File: config.mk
export PLATFORM = sky130hd
export DESIGN_NAME = bit_deser
export DESIGN_NICKNAME = d
export VERILOG_FILES = /design/src/rtl/bit_deser_pkg.sv /design/src/rtl/bit_shreg.sv /design/src/rtl/bit_deser.sv
export SDC_FILE = /design/constraint.sdc
export NUM_CORES = 1
export LEC_CHECK = 0
export BUFFER_PORTS_ARGS = -buffer_cell sky130_fd_sc_hd__clkbuf_2
export CELL_PAD_IN_SITES_DETAIL_PLACEMENT = 1
export CELL_PAD_IN_SITES_GLOBAL_PLACEMENT = 2
export CORE_UTILIZATION = 38
export CTS_BUF_LIST = sky130_fd_sc_hd__clkbuf_2 sky130_fd_sc_hd__clkbuf_4 sky130_fd_sc_hd__clkbuf_8
export DETAILED_ROUTE_END_ITERATION = 10
export PLACE_DENSITY_LB_ADDON = 0.1
export SYNTH_ARGS = -nofsm -noshare
export SYNTH_HDL_FRONTEND = slang
export SYNTH_SLANG_ARGS = --single-unit
File: constraint.sdc
create_clock -name clk -period 4.2 [get_ports clk]
set_clock_uncertainty 0.15 [all_clocks]
set_input_delay 0.21 -clock clk [delete_from_list [all_inputs] [get_ports clk]]
set_output_delay 0.21 -clock clk [all_outputs]
set_load 0.02 [all_outputs]
File: src/rtl/bit_deser_pkg.sv
// bit_deser_pkg: FSM state encoding and frame bit constants shared by bit_deser.
package bit_deser_pkg;
  typedef enum logic [1:0] {IDLE, DATA, PARITY, STOP} state_t;
  localparam logic START_BIT = 1'b0;
  localparam logic STOP_BIT = 1'b1;
endpackage

File: src/rtl/bit_shreg.sv
// bit_shreg: WIDTH-bit register loading one bit at a time at an index, with sync clear.
module bit_shreg #(
  parameter int WIDTH = 8
) (
  input  logic                     clk,
  input  logic                     clr_i,
  input  logic                     ld_i,
  input  logic [$clog2(WIDTH)-1:0] idx_i,
  input  logic                     bit_i,
  output logic [WIDTH-1:0]         q_o
);
  logic [WIDTH-1:0] q_q;
  always_ff @(posedge clk) begin
    if (clr_i) q_q <= '0;
    else if (ld_i) q_q[idx_i] <= bit_i;
  end
  assign q_o = q_q;
endmodule

File: src/rtl/bit_deser.sv
// bit_deser: framed serial-to-parallel deserializer with valid/ready output and sticky errors.
// Define BIT_DESER_PARITY_EN to add an even-parity bit after the data bits.
module bit_deser
  import bit_deser_pkg::*;
#(
  parameter int WIDTH = 8
) (
  input  logic             clk,
  input  logic             reset,
  input  logic             d_valid,
  input  logic             d,
  output logic [WIDTH-1:0] out_data,
  output logic             out_valid,
  input  logic             out_ready,
  input  logic             err_clr,
  output logic             frame_err,
  output logic             overflow,
  output logic             par_err
);
  localparam int CW = $clog2(WIDTH);
  localparam logic [CW-1:0] LAST = CW'(WIDTH - 1);
`ifdef BIT_DESER_PARITY_EN
  localparam state_t AFTER_DATA = PARITY;
`else
  localparam state_t AFTER_DATA = STOP;
`endif
  state_t state_q, state_d;
  logic [CW-1:0] cnt_q, cnt_d;
  logic [WIDTH-1:0] word, out_data_q, out_data_d;
  logic out_valid_q, out_valid_d, frame_err_q, frame_err_d, overflow_q, overflow_d;
  logic ld, commit, fe, load;
`ifdef BIT_DESER_PARITY_EN
  logic pe, par_err_q, par_err_d;
`endif
  bit_shreg #(.WIDTH(WIDTH)) u_shreg (
    .clk  (clk),
    .clr_i(!reset),
    .ld_i (ld),
    .idx_i(cnt_q),
    .bit_i(d),
    .q_o  (word)
  );
  always_comb begin
    state_d = state_q;
    cnt_d = cnt_q;
    ld = 1'b0;
    commit = 1'b0;
    fe = 1'b0;
`ifdef BIT_DESER_PARITY_EN
    pe = 1'b0;
`endif
    if (d_valid) begin
      case (state_q)
        IDLE: begin
          state_d = (d == START_BIT) ? DATA : IDLE;
          cnt_d = '0;
        end
        DATA: begin
          ld = 1'b1;
          state_d = (cnt_q == LAST) ? AFTER_DATA : DATA;
          cnt_d = (cnt_q == LAST) ? cnt_q : cnt_q + 1'b1;
        end
`ifdef BIT_DESER_PARITY_EN
        PARITY: begin
          pe = d != ^word;
          state_d = pe ? IDLE : STOP;
        end
`endif
        STOP: begin
          commit = d == STOP_BIT;
          fe = !commit;
          state_d = IDLE;
        end
        default: state_d = IDLE;
      endcase
    end
  end
  // a commit may reuse the slot being drained this same cycle
  assign load = commit && (!out_valid_q || out_ready);
  assign out_valid_d = load || (out_valid_q && !out_ready);
  assign out_data_d = load ? word : out_data_q;
  assign frame_err_d = fe || (frame_err_q && !err_clr);
  assign overflow_d = (commit && !load) || (overflow_q && !err_clr);
`ifdef BIT_DESER_PARITY_EN
  assign par_err_d = pe || (par_err_q && !err_clr);
  always_ff @(posedge clk) begin
    if (!reset) par_err_q <= 1'b0;
    else par_err_q <= par_err_d;
  end
  assign par_err = par_err_q;
`else
  assign par_err = 1'b0;
`endif
  always_ff @(posedge clk) begin
    if (!reset) begin
      state_q <= IDLE;
      cnt_q <= '0;
      out_data_q <= '0;
      out_valid_q <= 1'b0;
      frame_err_q <= 1'b0;
      overflow_q <= 1'b0;
    end else begin
      state_q <= state_d;
      cnt_q <= cnt_d;
      out_data_q <= out_data_d;
      out_valid_q <= out_valid_d;
      frame_err_q <= frame_err_d;
      overflow_q <= overflow_d;
    end
  end
  assign out_data = out_data_q;
  assign out_valid = out_valid_q;
  assign frame_err = frame_err_q;
  assign overflow = overflow_q;
endmodule
[Word-level counts from Yosys, hierarchy flattened]
Cells that the tools add are included.
Word-level totals
  input port bits: 6
  register bits after elaboration: 24
  output and inout port bits: 12
  word-level logic and storage cells: 46
Operators by class
  mux-type cells: 14
  add/subtract/negate cells: 1
  eq/ne operators: 4
  order comparisons: 2
  reduce and logical (&&, ||, !) cells: 18
Operator list (count)
  8-bit bitwise mux: 1
  1-bit two-way mux: 8
  1-bit logical AND: 6
  3-bit case mux with 2 select lines: 1
  1-bit logical NOT: 5
  1-bit logical OR: 4
  3-bit by 4-bit < comparator with 1-bit output, second input constant: 1
  2-bit case mux with 2 select lines: 1
  3-bit by 1-bit adder with 3-bit output, second input constant: 1
  1-bit demux with 3-bit select: 1
  3-bit equality test, second input constant: 1
  3-bit by 1-bit >= comparator with 1-bit output, second input constant: 1
  3-bit two-way mux: 1
  3-bit AND reduction: 1
  2-bit by 1-bit equality test with 1-bit output, second input constant: 1
  2-bit equality test, second input constant: 1
  2-bit logical NOT: 1
  2-bit two-way mux: 1
  2-bit != test, second input constant: 1
  2-bit nonzero test: 1

[Logic depth before layout (Yosys ltp)]
Gate-level depths: netlist of run 1.
  depth in word-level cells: 7
  gate-level depth with buffers: 5
  gate-level depth less buffers: 5

[Hierarchy]
A second synthesis of run 1 with hierarchy kept.
Unflattened totals
  cells, all modules: 113
  area, all modules: 1094.8 um^2
By module, submodules not included
  bit_deser: cells each 79, seq. area each 320.3 um^2, times used 1, area an instance 708.2 um^2
  bit_shreg: cells each 34, seq. area each 160.2 um^2, times used 1, area an instance 386.6 um^2

[Worst setup path before layout of run 1]
No wires, ideal clock.
  kind: reg2reg
  start: register cnt_q[0]
  end: register cnt_q[1]
  setup time: 126 ps
  data required time: 3924 ps
  period minus slack after synthesis: 1345 ps
  buffers on the path: 0
  slack: 2855 ps
  stages on the path, launching flop included: 6
  data arrival time: 1069 ps
  cells stage by stage: dfxtp_1 -> ha_1 -> ha_1 -> and2_1 -> o21ai_0 -> a21boi_0
Between the ends
  word-level cells in the longest chain between the ends: 3
  elaborated cells between the ends (all ways): 6
  those cells by class: add/sub: 1; eq/ne: 2; mux: 2; reduce/logical: 1
Ends and longest elaborated chain
  from (decl): RTL line bit_deser.sv:28  | logic [CW-1:0] cnt_q, cnt_d;
  from (signal assigned): RTL line bit_deser.sv:104  | cnt_q <= cnt_d;
  3-bit by 1-bit adder with 3-bit output or 3-bit equality test (tied branches): RTL line bit_deser.sv:61  | cnt_d = (cnt_q == LAST) ? cnt_q : cnt_q + 1'b1;
  3-bit two-way mux or 2-bit != test (tied branches)
  3-bit case mux with 2 select lines or 3-bit AND reduction (tied branches)
Parallel ways exist; a longest one is shown, timed or not. The select of a mux whose other input is x is not followed.
A chain may end at the register's enable or synchronous reset.

[Worst setup path after layout of run 1]
  start: register state_q[0]
  end: register out_data_q[7], in the netlist out_data[7]
Between the ends
  word-level cells in the longest chain between the ends: 4
Ends and longest elaborated chain
  from (decl): RTL line bit_deser.sv:27  | state_t state_q, state_d;
  from (signal assigned): RTL line bit_deser.sv:103  | state_q <= state_d;
  2-bit equality test: RTL line bit_deser.sv:53  | case (state_q)
  1-bit two-way mux: RTL line bit_deser.sv:53
  1-bit two-way mux: RTL line bit_deser.sv:52  | if (d_valid) begin
  1-bit logical AND: RTL line bit_deser.sv:79  | assign load = commit && (!out_valid_q || out_ready);
  to (signal assigned): RTL line bit_deser.sv:105  | out_data_q <= out_data_d;
  to (decl): RTL line bit_deser.sv:29  | logic [WIDTH-1:0] word, out_data_q, out_data_d;
No other way between the ends.

==> results of run 1 <==
[worst max-delay path, delay by kind of cell, from the launching register on]
kind | cells | cell delay, ns
muxes | 1 | 0.24
and+or+nand+nor | 2 | 0.67
DFF | 1 | 0.49
[routing by layer]
| metal | part of all wire | routed length, um | track usage | vias to the layer above |
|---|---|---|---|---|
| met4 | 0.0047 | 10 | 0.0250 | 0 |
| met1 | 0.47 | 999 | 0.188 | 378 |
| met5 | 0 | 0 | 0 | - |
| li1 | - | - | - | 407 |
| met2 | 0.48 | 1030 | 0.287 | 15 |
| met3 | 0.049 | 105 | 0.0574 | 2 |
[through the flow]
stage	hold WS, ns	total power [mW]	area [um2]	std cells
after floorplan	0.238	0.249	1070	114
after global placement	0.292	0.252	1140	152
after detailed placement	0.297	0.253	1140	152
after CTS	0.0708	0.373	1180	156
after global routing	0.0683	0.384	1180	156
final	0.0772	0.366	1180	156
[power breakdown]
group | switching, mW | internal (mW) | total, mW
combinational | 0.0111 | 0.00535 | 0.0164
sequential | 0.00229 | 0.229 | 0.231
clock | 0.0656 | 0.0529 | 0.118
total | 0.0790 | 0.287 | 0.366
[cells in the mapped netlist (all sizes together)]
cell | count | area, um2
dfxtp | 24 | 480
nand2 | 22 | 82.6
mux2i | 16 | 160
buf | 6 | 41.3
a21boi | 4 | 30.0
and2 | 4 | 25.0
o21ai | 4 | 20.0
inv | 3 | 11.3
nand4 | 3 | 25.0
nand4b | 3 | 26.3
nor2 | 3 | 11.3
and2b | 2 | 15.0
clkbuf | 2 | 7.51
ha | 2 | 25.0
nand2b | 2 | 12.5
nand3 | 2 | 10.0
nor3 | 2 | 10.0
nor3b | 2 | 20.0
o22ai | 2 | 12.5
a21oi | 1 | 5.00
and4bb | 1 | 12.5
conb | 1 | 3.75
nand3b | 1 | 7.51
nor2b | 1 | 8.76
or2b | 1 | 7.51
[logic make-up (layout without fill, tap and decap cells)]
kind of cell	Yosys count	after routing	share of synthesized area
buf+inv	11	23	0.0561
fa+ha+maj	2	2	0.0234
other cells	1	1	0.00350
compound gates	11	11	0.0631
mux	16	16	0.150
simple gates	49	49	0.256
flops	24	24	0.449
[cell type report]
type / instances / area (um2) / share of cell area
flip-flops and latches: 24 / 480 / 0.409
clock buffers: 4 / 36.3 / 0.0309
inverters: 3 / 11.3 / 0.00957
multi-input cells: 79 / 531 / 0.451
well taps: 30 / 37.5 / 0.0319
repair buffers: 16 / 80.1 / 0.0681
[worst min-delay path by stage]
stage	to	slack, ns
6_report	frame_err	0.08
3_5_place_dp	out_data[7]	0.30
4_1_cts	frame_err	0.07
3_3_place_gp	out_data[0]	0.29
2_1_floorplan	state_q[0]	0.24
5_1_grt	frame_err	0.07
[state kept, by name, indices dropped and copies added (netlist names)]
name         cells
out_data         8
u_shreg.q_o      8
cnt_q            3
state_q          2
frame_err        1
out_valid        1
overflow         1
==> out/qor.txt, run 1 <==
CTS Root Cell -> clkbuf_4
Max-Cap Viols -> 0
crit path capture -> out_data[7]
P&R area growth vs syn -> 9.81%
Final setup violation count -> 0
Hold/Removal Path Class -> input pin to register
vias in the first global route -> 745
first-pass GRT wire length -> 3.33 mm
Die ar. -> 0.00303 mm2
CTS tree -> yes
Tot GR Track Use -> 0.162
drt first pass iters -> 1
Distinct cells, synth -> 29
pin slew with the least headroom to its limit -> 0.564 ns
R2R Setup Slk -> 2.57 ns
FF-to-FF End -> out_data[7]
leakage -> 0.462 nW
DRC -> 0
Post-Syn Area -> 0.00107 mm2
min-delay src -> err_clr
synthesized area per cell -> 9.39 um2
Hold Fails Final Rpt -> 0
Crit path arrival time -> 1.72 ns
PortBufs -> 16
Critical Path Fanout Max -> 9
antenna cells -> 0
DRT iter0 DRCs -> 0
vias per cell -> 5.14
core area -> 0.00257 mm2
commonest non-fill, non-tap cell in the layout -> dfxtp_1
clock slew seen by the registers of the worst setup and hold paths -> 0.13 ns
critical-path cell list -> nand4_2 > nor2b_2 > mux2i_1
sequential element share of the synthesized area -> 0.449
row cnt -> 18
via count -> 802
clk sinks -> 24
# hold bufs at CTS -> 0
chip height -> 55.1 um
Starting Density -> 0.417
pin count of the biggest net entering global routing -> 26
routability cong. -> 0.696
Worst slew margin -> 0.622
WP data required -> 4.29 ns
CP Launch Type -> register
grt ovf -> 0
# fillers -> 305
setup bufs post-CTS -> 0
depth of the worst register-to-register path -> 3
hold depth -> 3
slowest cell on the critical path -> dfxtp_1
Max Slew Vio Count -> 0
share of cells above drive strength 1 -> 0.190
Routed Wire Length -> 2.15 mm
Syn. warnings -> 0
minimum clock period -> 1.63 ns
RSZ-0062 raised after global routing -> no
clk_lat worst skew -> 0.31 ns
Resized cells post-CTS -> 0
io pins -> 18
#FFs+latches synth -> 24
syn_nets -> 122
status -> complete, no violations
hpwl dp -> 1.59 mm
initial antenna violation count -> 0
pwr/cell area -> 311 mW/mm2
critical path type -> register to register
commonest non-fill, non-tap cells in the layout -> dfxtp_1, nand2_1, mux2i_1, clkbuf_2
Final Util -> 0.458
post-route antenna net violation count -> 0
Avg WL per Cell -> 13.8 um
period utilisation layout -> 0.388
dpl ws -> 2.58 ns
htree depth -> 1
fin nets -> 135
Cells after Synth -> 114
setup TNS -> 0 ns
worst r2r src -> state_q[0]
min setup slack post-route -> 2.57 ns
maximum VDD drop -> 240 uV
CTS max path bufs -> 2
CTS Buf Count -> 3
critical path launch point -> state_q[0]
Max Freq -> 614 MHz
DIE WIDTH -> 55.1 um
Slowest Stage Delay on Critical Path -> 0.49 ns
Critical Path Sink Type -> register
No activity file was read; power rests on OpenSTA's default activity.
==> inputs of run 2 (changes only) <==
--- a/config.mk
+++ b/config.mk
@@ -5,10 +5,11 @@
 export SDC_FILE = /design/constraint.sdc
 export NUM_CORES = 1
 export LEC_CHECK = 0
+export ABC_AREA = 1
 export BUFFER_PORTS_ARGS = -buffer_cell sky130_fd_sc_hd__clkbuf_2
 export CELL_PAD_IN_SITES_DETAIL_PLACEMENT = 1
 export CELL_PAD_IN_SITES_GLOBAL_PLACEMENT = 2
-export CORE_UTILIZATION = 38
+export CORE_UTILIZATION = 31
 export CTS_BUF_LIST = sky130_fd_sc_hd__clkbuf_2 sky130_fd_sc_hd__clkbuf_4 sky130_fd_sc_hd__clkbuf_8
 export DETAILED_ROUTE_END_ITERATION = 10
 export PLACE_DENSITY_LB_ADDON = 0.1
==> constraint.sdc (replaced) <==
create_clock -name clk -period 1.7 [get_ports clk]
set_clock_uncertainty 0.15 [all_clocks]
set_input_delay 0.085 -clock clk [delete_from_list [all_inputs] [get_ports clk]]
set_output_delay 0.085 -clock clk [all_outputs]
set_load 0.02 [all_outputs]
==> run 2 against run 1 <==
  * Sequential cell count unchanged
  * Global-route usage decreased by 1.0 points
  * Worst hold slack gained 0.0099 ns
  * First-iteration DRC count grew 17
==> out/qor.txt, run 2 <==
Avg WL per Cell -> 10.7 um (was 13.8 um)
Distinct cells, synth -> 17 (was 29)
leakage -> 0.501 nW (was 0.462 nW)
DRC -> 0 (unchanged)
syn_nets -> 159 (was 122)
Syn. warnings -> 0 (unchanged)
R2R Setup Slk -> 0.21 ns (was 2.57 ns)
DRT iter0 DRCs -> 17 (was 0)
Placed Area -> 0.00116 mm2 (was 0.00114 mm2)
Post-Layout Cell Count -> 215 (was 156)
Async SR Flop Fraction -> 0 (unchanged)
pin count of the biggest net entering global routing -> 14 (was 26)
Critical Path Fanout Max -> 8 (was 9)
CTS Buf Count -> 3 (unchanged)
synthesized area per cell -> 6.91 um2 (was 9.39 um2)
dpl ws -> 0.228 ns (was 2.58 ns)
htree depth -> 1 (unchanged)
core area -> 0.00313 mm2 (was 0.00257 mm2)
met1 Use GR -> 0.186 (was 0.188)
CTS tree -> yes (unchanged)
gr busiest metal -> met2 (unchanged)
period utilisation layout -> 0.875 (was 0.388)
Die ar. -> 0.00360 mm2 (was 0.00303 mm2)
pwr/cell area -> 746 mW/mm2 (was 311 mW/mm2)
commonest non-fill, non-tap cells in the layout -> nand2_1, nor2_1, dfxtp_1 (was dfxtp_1, nand2_1, mux2i_1, clkbuf_2)
Max Slew Vio Count -> 0 (unchanged)
fin nets -> 181 (was 135)
Switch Pwr -> 0.225 mW (was 0.0790 mW)
Tot Pwr -> 0.911 mW (was 0.366 mW)
initial antenna violation count -> 0 (unchanged)
setup TNS -> 0 ns (unchanged)
switching share of power -> 0.247 (was 0.216)
Post-Syn Area -> 0.00104 mm2 (was 0.00107 mm2)
critical-path cell list -> ha_1 > ha_1 > nand2_1 > a21oi_1 > nor2_1 (was nand4_2 > nor2b_2 > mux2i_1)
hold depth -> 5 (was 3)
Resized cells post-CTS -> 0 (unchanged)
critical path launch point -> cnt_q[1] (was state_q[0])
maximum VDD drop -> 303 uV (was 240 uV)
grt ovf -> 0 (unchanged)
chip height -> 60.0 um (was 55.1 um)
PortBufs -> 16 (unchanged)
post-synth top area share -> 0.460 (was 0.449)
vias per cell -> 4.51 (was 5.14)
sequential share of power -> 0.644 (was 0.632)
met3 GRT Util -> 0.0260 (was 0.0574)
min-delay src -> d (was err_clr)
area leader, netlist -> dfxtp_1 (unchanged)
share of cells above drive strength 1 -> 0.135 (was 0.190)
clk sinks -> 24 (unchanged)
clk_lat worst skew -> 0.30 ns (was 0.31 ns)
via count -> 970 (was 802)
setup bufs post-CTS -> 0 (unchanged)
routability cong. -> 0.739 (was 0.696)
WP data required -> 1.76 ns (was 4.29 ns)
Main synth FF type -> dfxtp_1 (unchanged)
cell with the most instances after synthesis -> nand2_1 (was dfxtp_1)
# fillers -> 417 (was 305)
Max Freq -> 672 MHz (was 614 MHz)
io pins -> 18 (unchanged)
row cnt -> 20 (was 18)
ranking of synthesized cells by area -> dfxtp_1, nand2_1, nor2_1 (was dfxtp_1, mux2i_1, nand2_1)
post-route antenna net violation count -> 0 (unchanged)
sequential element share of the synthesized area -> 0.460 (was 0.449)
Hold Fails Final Rpt -> 0 (unchanged)
status -> complete, no violations (unchanged)
Int Pwr -> 0.686 mW (was 0.287 mW)
depth of the worst register-to-register path -> 5 (was 3)
Crit path arrival time -> 1.55 ns (was 1.72 ns)
Tot GR Track Use -> 0.151 (was 0.162)
Cells after Synth -> 151 (was 114)
WHS Endpoint -> u_shreg.q_o[7] (was frame_err)
Hold/Removal Path Class -> input pin to register (unchanged)
drt first pass iters -> 4 (was 1)
clock power share -> 0.265 (was 0.323)
vias in the first global route -> 944 (was 745)
minimum clock period -> 1.49 ns (was 1.63 ns)
Critical Path Sink Type -> register (unchanged)
Commonest cells post-synth -> nand2_1, nor2_1, dfxtp_1 (was dfxtp_1, nand2_1, mux2i_1)
CTS max path bufs -> 2 (unchanged)
worst r2r src -> cnt_q[1] (was state_q[0])
#FFs+latches synth -> 24 (unchanged)
Starting Density -> 0.334 (was 0.417)
commonest non-fill, non-tap cell in the layout -> nand2_1 (was dfxtp_1)
first-pass GRT wire length -> 4.09 mm (was 3.33 mm)
met2 Resource Use GR -> 0.260 (was 0.287)
antenna cells -> 0 (unchanged)
critical path type -> register to register (unchanged)
number of synthesized flops with an enable pin -> 0 (unchanged)
FF-to-FF End -> cnt_q[1] (was out_data[7])
final instance area -> 0.00122 mm2 (was 0.00118 mm2)
CTS Root Cell -> clkbuf_4 (unchanged)
Routed Wire Length -> 2.31 mm (was 2.15 mm)
Slowest Stage Delay on Critical Path -> 0.49 ns (about the same)
most frequent CP cell -> ha_1
RSZ-0062 raised after global routing -> no (unchanged)
Final setup violation count -> 0 (unchanged)
dpl cells -> 208 (was 152)
slowest cell on the critical path -> dfxtp_1 (unchanged)
Max-Cap Viols -> 0 (unchanged)
Combinational Power Share -> 0.091 (was 0.045)
min setup slack post-route -> 0.213 ns (was 2.57 ns)
P&R area growth vs syn -> 17.0% (was 9.81%)
clock slew seen by the registers of the worst setup and hold paths -> 0.12 ns (was 0.13 ns)
DIE WIDTH -> 60.0 um (was 55.1 um)
hpwl dp -> 1.74 mm (was 1.59 mm)
CP Launch Type -> register (unchanged)
# hold bufs at CTS -> 4 (was 0)
-- run 2: worst max-delay path, delay by kind of cell (launching register included) --
kind            cells  cell delay, ns
compound gates      1            0.18
simple gates        2            0.21
flops               1            0.49
fa+ha+maj           2            0.36
-- run 2: how the worst max path moves through the flow --
stage	depth (start not counted)	endpoint
floorplan	6	cnt_q[0]
global placement	6	cnt_q[0]
detailed placement	5	cnt_q[1]
CTS	5	cnt_q[1]
global route	5	cnt_q[0]
finish	5	cnt_q[1]
-- run 2: per-stage QoR --
step,util,hold WS [ns]
2_1_floorplan,-,0.0285
3_3_place_gp,0.370,0.206
3_5_place_dp,0.370,0.215
4_1_cts,0.390,0.0674
5_1_grt,0.390,0.102
6_report,0.390,0.0871
-- run 2: layout make-up --
| class | instances | area (um2) | share of cell area |
|---|---|---|---|
| clock buffers | 3 | 22.5 | 0.0184 |
| inverters | 11 | 41.3 | 0.0338 |
| multi-input cells | 112 | 494 | 0.405 |
| flip-flops and latches | 24 | 480 | 0.393 |
| well taps | 44 | 55.1 | 0.0451 |
| repair buffers | 21 | 128 | 0.105 |
-- run 2: per-layer routing --
metal	share of wire	routed length, um
met3	0.020	46
met5	0	0
met4	0.0082	19
met1	0.49	1140
met2	0.48	1100
-- run 2: power by group through the flow --
stage,logic (mW),registers (mW),clock network [mW]
global route,0.0963,0.590,0.288
global placement,0.0741,0.598,0
floorplan,0.0576,0.596,0
finish,0.0832,0.587,0.241
detailed placement,0.0767,0.599,0
CTS,0.0842,0.587,0.264
-- run 2: cell families (layout without fill, tap and decap cells) --
kind of cell	count (synthesis)	count (layout)	synth area share
AOI/OAI and AO/OA	17	17	0.0815
adders and majority gates	2	2	0.0240
buffers and inverters	15	35	0.0659
DFF	24	24	0.460
other	1	1	0.00359
and+or+nand+nor	92	92	0.365
